[src/rtl/tlb_pkg.sv]
// Shared types for the IMMU TLB: sizing, maintenance opcodes, controller
// state encoding, the entry layout and the PID-invalidate match rule.
package tlb_pkg;

  localparam int ENTRIES = 16;
  localparam int IDX_W   = 4;

  typedef enum logic [1:0] {
    OP_WRITE   = 2'b00,
    OP_READ    = 2'b01,
    OP_INV_ALL = 2'b10,
    OP_INV_PID = 2'b11
  } tlb_op_e;

  typedef enum logic [2:0] {
    ST_IDLE  = 3'd0,
    ST_WRITE = 3'd1,
    ST_READ  = 3'd2,
    ST_SWEEP = 3'd3,
    ST_DONE  = 3'd4
  } tlb_state_e;

  // PERMIS bit positions, MSB first: UX,UW,UR,SX,SW,SR
  localparam int PERMIS_SR = 0;
  localparam int PERMIS_SW = 1;
  localparam int PERMIS_SX = 2;
  localparam int PERMIS_UR = 3;
  localparam int PERMIS_UW = 4;
  localparam int PERMIS_UX = 5;

  typedef struct packed {
    logic        V;
    logic        TS;
    logic [7:0]  TID;
    logic [31:0] EPN;
    logic [31:0] RPN;
    logic [5:0]  PERMIS;
  } tlb_entry_t;

  // An entry is dropped by INV_PID when it is valid and belongs to the
  // requested PID/TS. Global entries (TID==0) only go when PID 0 is targeted.
  function automatic logic pid_match(input tlb_entry_t e, input logic [7:0] tid,
                                     input logic ts);
    return e.V && (e.TID == tid) && (e.TS == ts) &&
           ((e.TID != 8'h00) || (tid == 8'h00));
  endfunction

endpackage

[src/rtl/tlb_entry_array.sv]
// TLB entry register file: full-entry write port, V-clear port, a
// maintenance read port (captured by the controller) and the hit-judge
// lookup read port. Contents clear asynchronously on reset.
module tlb_entry_array
  import tlb_pkg::*;
#(
  parameter int ENTRIES = 16,
  parameter int IDX_W   = 4
) (
  input  logic             clk,
  input  logic             rst,
  input  logic             i_wr_en,
  input  logic [IDX_W-1:0] i_wr_idx,
  input  tlb_entry_t       i_wr_data,
  input  logic             i_clr_en,
  input  logic [IDX_W-1:0] i_clr_idx,
  input  logic [IDX_W-1:0] i_rd_idx,
  output tlb_entry_t       o_rd_data,
  input  logic [IDX_W-1:0] i_lk_idx,
  output tlb_entry_t       o_lk_data
);

  tlb_entry_t r_mem [ENTRIES];

  // Storage update: full-entry write and V-only clear (never both at once).
  always_ff @(posedge clk or negedge rst) begin
    if (!rst) begin
      for (int i = 0; i < ENTRIES; i++) r_mem[i] <= '0;
    end else begin
      if (i_wr_en)  r_mem[i_wr_idx]   <= i_wr_data;
      if (i_clr_en) r_mem[i_clr_idx].V <= 1'b0;
    end
  end

  // No write bypass: readers see the pre-edge contents.
  assign o_rd_data = r_mem[i_rd_idx];
  assign o_lk_data = r_mem[i_lk_idx];

endmodule

[src/rtl/tlb_maint_ctrl.sv]
// TLB maintenance controller: accepts WRITE/READ/INV_ALL/INV_PID requests,
// owns the entry array and drives the hit-judge lookup port and stall flag.
//
// Handshake: a request transfers on a rising edge where req_valid and
// req_ready are both high; req_ready is high only in IDLE. All req_* fields
// are latched at that edge, so the requester may change them afterwards.
module tlb_maint_ctrl
  import tlb_pkg::*;
#(
  parameter int ENTRIES = tlb_pkg::ENTRIES,
  parameter int IDX_W   = tlb_pkg::IDX_W
) (
  input  logic             clk,
  input  logic             rst,
  input  logic             req_valid,
  output logic             req_ready,
  input  logic [1:0]       req_op,
  input  logic [IDX_W-1:0] req_index,
  input  logic             req_V,
  input  logic             req_TS,
  input  logic [7:0]       req_TID,
  input  logic [31:0]      req_EPN,
  input  logic [31:0]      req_RPN,
  input  logic [5:0]       req_PERMIS,
  output logic             done,
  output logic             rsp_V,
  output logic             rsp_TS,
  output logic [7:0]       rsp_TID,
  output logic [31:0]      rsp_EPN,
  output logic [31:0]      rsp_RPN,
  output logic [5:0]       rsp_PERMIS,
  input  logic [IDX_W-1:0] lk_index,
  output logic             TLB_entry_V,
  output logic             TLB_entry_TS,
  output logic [7:0]       TLB_entry_TID,
  output logic [31:0]      TLB_entry_EPN,
  output logic [31:0]      TLB_entry_RPN,
  output logic [5:0]       TLB_entry_PERMIS,
  output logic             lookup_stall,
  output tlb_state_e       dbg_state
);

  tlb_state_e       r_state;
  tlb_op_e          r_op;
  logic [IDX_W-1:0] r_idx;
  logic [IDX_W-1:0] r_cnt;
  tlb_entry_t       r_ent;
  tlb_entry_t       r_rsp;
  logic             r_done;
  logic             r_stall;

  logic             w_wr_en;
  logic             w_clr_en;
  logic [IDX_W-1:0] w_rd_idx;
  tlb_entry_t       w_rd_data;
  tlb_entry_t       w_lk_data;

  // During a sweep the maintenance read port follows the sweep counter so
  // the clear decision is made on the current (pre-clear) entry.
  assign w_rd_idx = (r_state == ST_SWEEP) ? r_cnt : r_idx;
  assign w_wr_en  = (r_state == ST_WRITE);
  assign w_clr_en = (r_state == ST_SWEEP) &&
                    ((r_op == OP_INV_ALL) || pid_match(w_rd_data, r_ent.TID, r_ent.TS));

  tlb_entry_array #(
    .ENTRIES (ENTRIES),
    .IDX_W   (IDX_W)
  ) u_array (
    .clk       (clk),
    .rst       (rst),
    .i_wr_en   (w_wr_en),
    .i_wr_idx  (r_idx),
    .i_wr_data (r_ent),
    .i_clr_en  (w_clr_en),
    .i_clr_idx (r_cnt),
    .i_rd_idx  (w_rd_idx),
    .o_rd_data (w_rd_data),
    .i_lk_idx  (lk_index),
    .o_lk_data (w_lk_data)
  );

  // Maintenance FSM with latched request, sweep counter and response regs.
  always_ff @(posedge clk or negedge rst) begin
    if (!rst) begin
      r_state <= ST_IDLE;
      r_op    <= OP_WRITE;
      r_idx   <= '0;
      r_cnt   <= '0;
      r_ent   <= '0;
      r_rsp   <= '0;
      r_done  <= 1'b0;
      r_stall <= 1'b0;
    end else begin
      r_done <= 1'b0;
      unique case (r_state)
        ST_IDLE: begin
          if (req_valid) begin
            r_op  <= tlb_op_e'(req_op);
            r_idx <= req_index;
            r_ent <= {req_V, req_TS, req_TID, req_EPN, req_RPN, req_PERMIS};
            unique case (tlb_op_e'(req_op))
              OP_WRITE: r_state <= ST_WRITE;
              OP_READ:  r_state <= ST_READ;
              default: begin
                r_cnt   <= '0;
                r_stall <= 1'b1;
                r_state <= ST_SWEEP;
              end
            endcase
          end
        end
        ST_WRITE: begin
          r_done  <= 1'b1;
          r_state <= ST_DONE;
        end
        ST_READ: begin
          r_rsp   <= w_rd_data;
          r_done  <= 1'b1;
          r_state <= ST_DONE;
        end
        ST_SWEEP: begin
          r_cnt <= r_cnt + 1'b1;
          if (r_cnt == IDX_W'(ENTRIES - 1)) begin
            r_stall <= 1'b0;
            r_done  <= 1'b1;
            r_state <= ST_DONE;
          end
        end
        ST_DONE: begin
          r_rsp   <= '0;
          r_state <= ST_IDLE;
        end
        default: r_state <= ST_IDLE;
      endcase
    end
  end

  assign req_ready    = (r_state == ST_IDLE);
  assign done         = r_done;
  assign lookup_stall = r_stall;
  assign dbg_state    = r_state;

  assign rsp_V      = r_rsp.V;
  assign rsp_TS     = r_rsp.TS;
  assign rsp_TID    = r_rsp.TID;
  assign rsp_EPN    = r_rsp.EPN;
  assign rsp_RPN    = r_rsp.RPN;
  assign rsp_PERMIS = r_rsp.PERMIS;

  assign TLB_entry_V      = w_lk_data.V;
  assign TLB_entry_TS     = w_lk_data.TS;
  assign TLB_entry_TID    = w_lk_data.TID;
  assign TLB_entry_EPN    = w_lk_data.EPN;
  assign TLB_entry_RPN    = w_lk_data.RPN;
  assign TLB_entry_PERMIS = w_lk_data.PERMIS;

endmodule

[config.mk]
export PLATFORM = sky130hd
export DESIGN_NAME = tlb_maint_ctrl
export DESIGN_NICKNAME = d
export VERILOG_FILES = /design/src/rtl/tlb_pkg.sv /design/src/rtl/tlb_entry_array.sv /design/src/rtl/tlb_maint_ctrl.sv
export SDC_FILE = /design/constraint.sdc
export NUM_CORES = 2
export LEC_CHECK = 0
export CAP_MARGIN = 20
export CORE_ASPECT_RATIO = 1.5
export CORE_MARGIN = 1.5
export CORE_UTILIZATION = 40
export CTS_CLUSTER_DIAMETER = 80
export DETAILED_ROUTE_END_ITERATION = 6
export DONT_BUFFER_PORTS = 1
export PLACE_DENSITY_LB_ADDON = 0.2
export SYNTH_ARGS = -nofsm -noshare
export SYNTH_HDL_FRONTEND = slang
export SYNTH_SLANG_ARGS = --single-unit
[constraint.sdc]
create_clock -name clk -period 6.4 [get_ports clk]
set_input_delay 0.64 -clock clk [delete_from_list [all_inputs] [get_ports clk]]
set_output_delay 0.64 -clock clk [all_outputs]
set_load 0.02 [all_outputs]
==> run metrics <==
area of the die=around 0.19 mm2; worst setup path category=flip-flop to flip-flop; Pleak=~37 nW; Placed Area=0.0784 mm2; setup ws final=roughly 1.9 ns; Inst Count DP=8202; layout cells sized above 1=0.351; drt first pass iters=6; Sum Neg Setup Slack=0 ns; PD cells=just over 500 mW/mm2; Layout area overhead=10.6%; # setup viols final=0; library cells used by synthesis=67; HPWL after DPL=between 100000 and 150000 um; Post-Synth Adder-Cell Area=0.000654; Stages on worst setup path=9; Clock Latency Late Sink=~0.84 ns; slowest cell on the critical path=dfrtp_1; Post-Layout Inst Area=approximately 0.085 mm2; WP data required=7.11 ns; vias in the first global route=54403; Clock transition at path regs=roughly 0.060 ns; FF-to-FF End=rsp_EPN[6]; DRC Markers=0; crit-path most repeated cell=a311oi_1; Critical path origin=dbg_state[1]; nets=around 6100; final worst-path cycle share=0.707; CTS max path bufs=4; Post-synth EDFFs=0; Reg power frac=0.400; clock network power share=0.219; relative slew slack=0.0737; syn_area_per_cell=approximately 12 um2; postcts setup bufs=0; top_reg_cell synth=dfrtp_1; power share of the combinational group=0.380; Worst Path Arrival=5.23 ns; I/O Buffers=0; highest clock rate=about 220 MHz; Starting DRT DRC Count=around 4300; drt total wl=approximately 250000 um; failing checks=negative hold slack; Int Pwr=26.4 mW; multiplexer share of the synthesized area=0.337; Crit path max-delay family=buffers and inverters; Vias/cell=6.24; Tot GR Track Use=0.256; die span in x=between 300 and 400 um; Sink Count=around 1500; DRT antenna net count=0; worst slew pin tran=around 1.4 ns; Post-Syn Nets=6363; fin crit period=~4.5 ns; outcome=complete, but fails checks; peak supply drop=just under 400 uV; H-tree Lvls=4; Finished Layout Cells=between 8000 and 9000; Die H=539 um; Simple-Gate Fraction of Synth Area=0.101; Max FO, Critical Path=approximately 140; Final Max Slew Viols=0; Sw Pwr=roughly 18 mW; core area=0.190 mm2; RSZ-0062 raised after global routing=no; via count=about 53000; clock buffer count from CTS=165; Worst R2R Path Depth=9; Worst Setup End Kind=flip-flop; sw frac=0.400; CTS Root Cell=clkbuf_16; grt total ovfl=0; Reg2Reg Launch Point=dbg_state[1]; R2R Setup Slk=between 1.5 and 2 ns; first-pass GRT wire length=around 370000 um; hold crit path type=input pin to asynchronous set/reset pin; crit-path max cell delay=0.74 ns; post-synthesis cell area=between 0.07 and 0.08 mm2; FP Rows=between 150 and 200; Compound-Gate Fraction of Synth Area=0.0530; largest family of logic cells by synthesized area=multiplexers; initial core utilization=0.403; Post-synth ARST share=1.00; GP Congestion=around 0.85; Post-Synth XOR/XNOR Area=0.000801; # Max-Cap Violations=0; Place WS=approximately 2 ns; #FFs+latches synth=1455; Seq/Total Area, Yosys=0.476; Routed WL per cell=roughly 29 um; CP Buf/Inv Count=2; Setup crit start kind=flip-flop; maximum number of pins on one net before global-route repair=about 320; CTS tree=done; CP Cell Sequence=and3b_2 > mux2_8 > buf_4 > buf_12 > nand2_1 > and3_1 > a311oi_1 > a311oi_1 > o31ai_1; Worst Hold Slack=-0.197 ns; Top Ports=roughly 260; post-synthesis instance total=roughly 6300; Layout Skew=roughly 0.041 ns; count of final hold-check violations=31; initial antenna violation count=7; Synth warnings=0
## logic make-up after synthesis
kind of cell,after synthesis
mux,1877
simple gates,1799
buf+inv,629
compound gates,495
xor+xnor,7
fa+ha+maj,4
flops,1455
## per-stage QoR
step                power [mW]   util
floorplan                 28.6      -
global placement          33.8  0.412
detailed placement        34.3  0.412
CTS                       44.1  0.445
global route              46.4  0.445
finish                    44.0  0.445
## placed cells by master (no fill, tap or decap), types with 18 or more instances in the layout
master,n
dfrtp_1,1451
mux2_2,1352
nand2_1,1243
mux4_2,422
nand3_1,294
a311oi_1,281
clkbuf_16,166
and3_1,150
mux2i_1,97
dlygate4sd3_1,88
o31ai_1,72
buf_4,58
clkbuf_1,39
o21ai_0,30
clkbuf_8,28
nor2_1,25
nor2b_1,21
clkinv_2,18
buf_12,18
## power groups by stage
stage / Sequential [mW] / Combinational (mW) / Clock (mW)
6_report: 17.6 / 16.7 / 9.65
5_1_grt: 18.2 / 18.0 / 10.2
4_1_cts: 17.5 / 16.7 / 9.88
3_5_place_dp: 17.7 / 16.6 / 0
3_3_place_gp: 17.5 / 16.3 / 0
2_1_floorplan: 15.5 / 13.2 / 0
## timing repair
| action | in CTS | in global routing |
|---|---|---|
| gates resized for setup | 0 | 0 |
| hold buffers | 89 | 0 |
| endpoints found under the setup margin | 0 | 0 |
| endpoints found under the hold margin | 235 | 0 |
## metal layers
metal	vias up	routed length, um	part of all wire	global-route usage
met5	-	13	0.000052	0
met4	2	9690	0.039	0.0989
met3	540	17300	0.069	0.0481
met2	1904	120000	0.48	0.418
met1	28507	103000	0.41	0.336
li1	22530	-	-	-
## area by class of cell
cell class | count | area [um2]
multi-input cells | 4182 | 37900
fillers | 17313 | 105000
repair buffers | 171 | 1870
inverters | 8 | 30.0
flip-flops and latches | 1455 | 36400
clock inverters | 47 | 658
well taps | 2475 | 3100
diodes | 5 | 12.5
clock buffers | 233 | 4690
## cell usage after synthesis (2+ instances only)
cell / count / area, um2
a2111oi_0: 11 / 96.3
a211oi_1: 17 / 128
a21o_1: 8 / 60.1
a21oi_1: 10 / 50.1
a221oi_1: 13 / 114
a22o_1: 5 / 43.8
a22oi_1: 9 / 67.6
a2bb2oi_1: 2 / 17.5
a311oi_1: 281 / 2460
a31oi_1: 5 / 31.3
a32oi_1: 3 / 26.3
a41oi_1: 8 / 70.1
and2_1: 8 / 50.1
and3_1: 150 / 938
buf_1: 67 / 251
buf_2: 29 / 145
buf_4: 6 / 45.0
buf_6: 6 / 67.6
clkbuf_1: 513 / 1930
dfrtp_1: 1455 / 36400
ha_1: 4 / 50.1
inv_1: 7 / 26.3
mux2_2: 1353 / 15200
mux2_4: 2 / 30.0
mux2i_1: 100 / 1000
mux4_2: 422 / 9500
nand2_1: 1253 / 4700
nand2b_1: 6 / 37.5
nand3_1: 296 / 1480
nand4_1: 5 / 31.3
nor2_1: 26 / 97.6
nor2b_1: 23 / 144
nor3_1: 11 / 55.1
nor3b_1: 2 / 15.0
nor4_1: 8 / 50.1
o211ai_1: 4 / 30.0
o21ai_0: 30 / 150
o311ai_0: 2 / 17.5
o31ai_1: 72 / 541
or3_1: 2 / 12.5
xnor2_1: 4 / 35.0
xor2_1: 3 / 26.3
## worst max-delay path by stage
stage | slack, ns | endpoint
4_1_cts | 1.99 | rsp_EPN[6]
3_5_place_dp | 2.00 | rsp_EPN[20]
6_report | 1.87 | rsp_EPN[6]
5_1_grt | 1.55 | rsp_EPN[8]
3_3_place_gp | 2.08 | u_array.r_mem[1279]
2_1_floorplan | 3.06 | TLB_entry_EPN[0]
No activity file was read; power rests on OpenSTA's default activity.
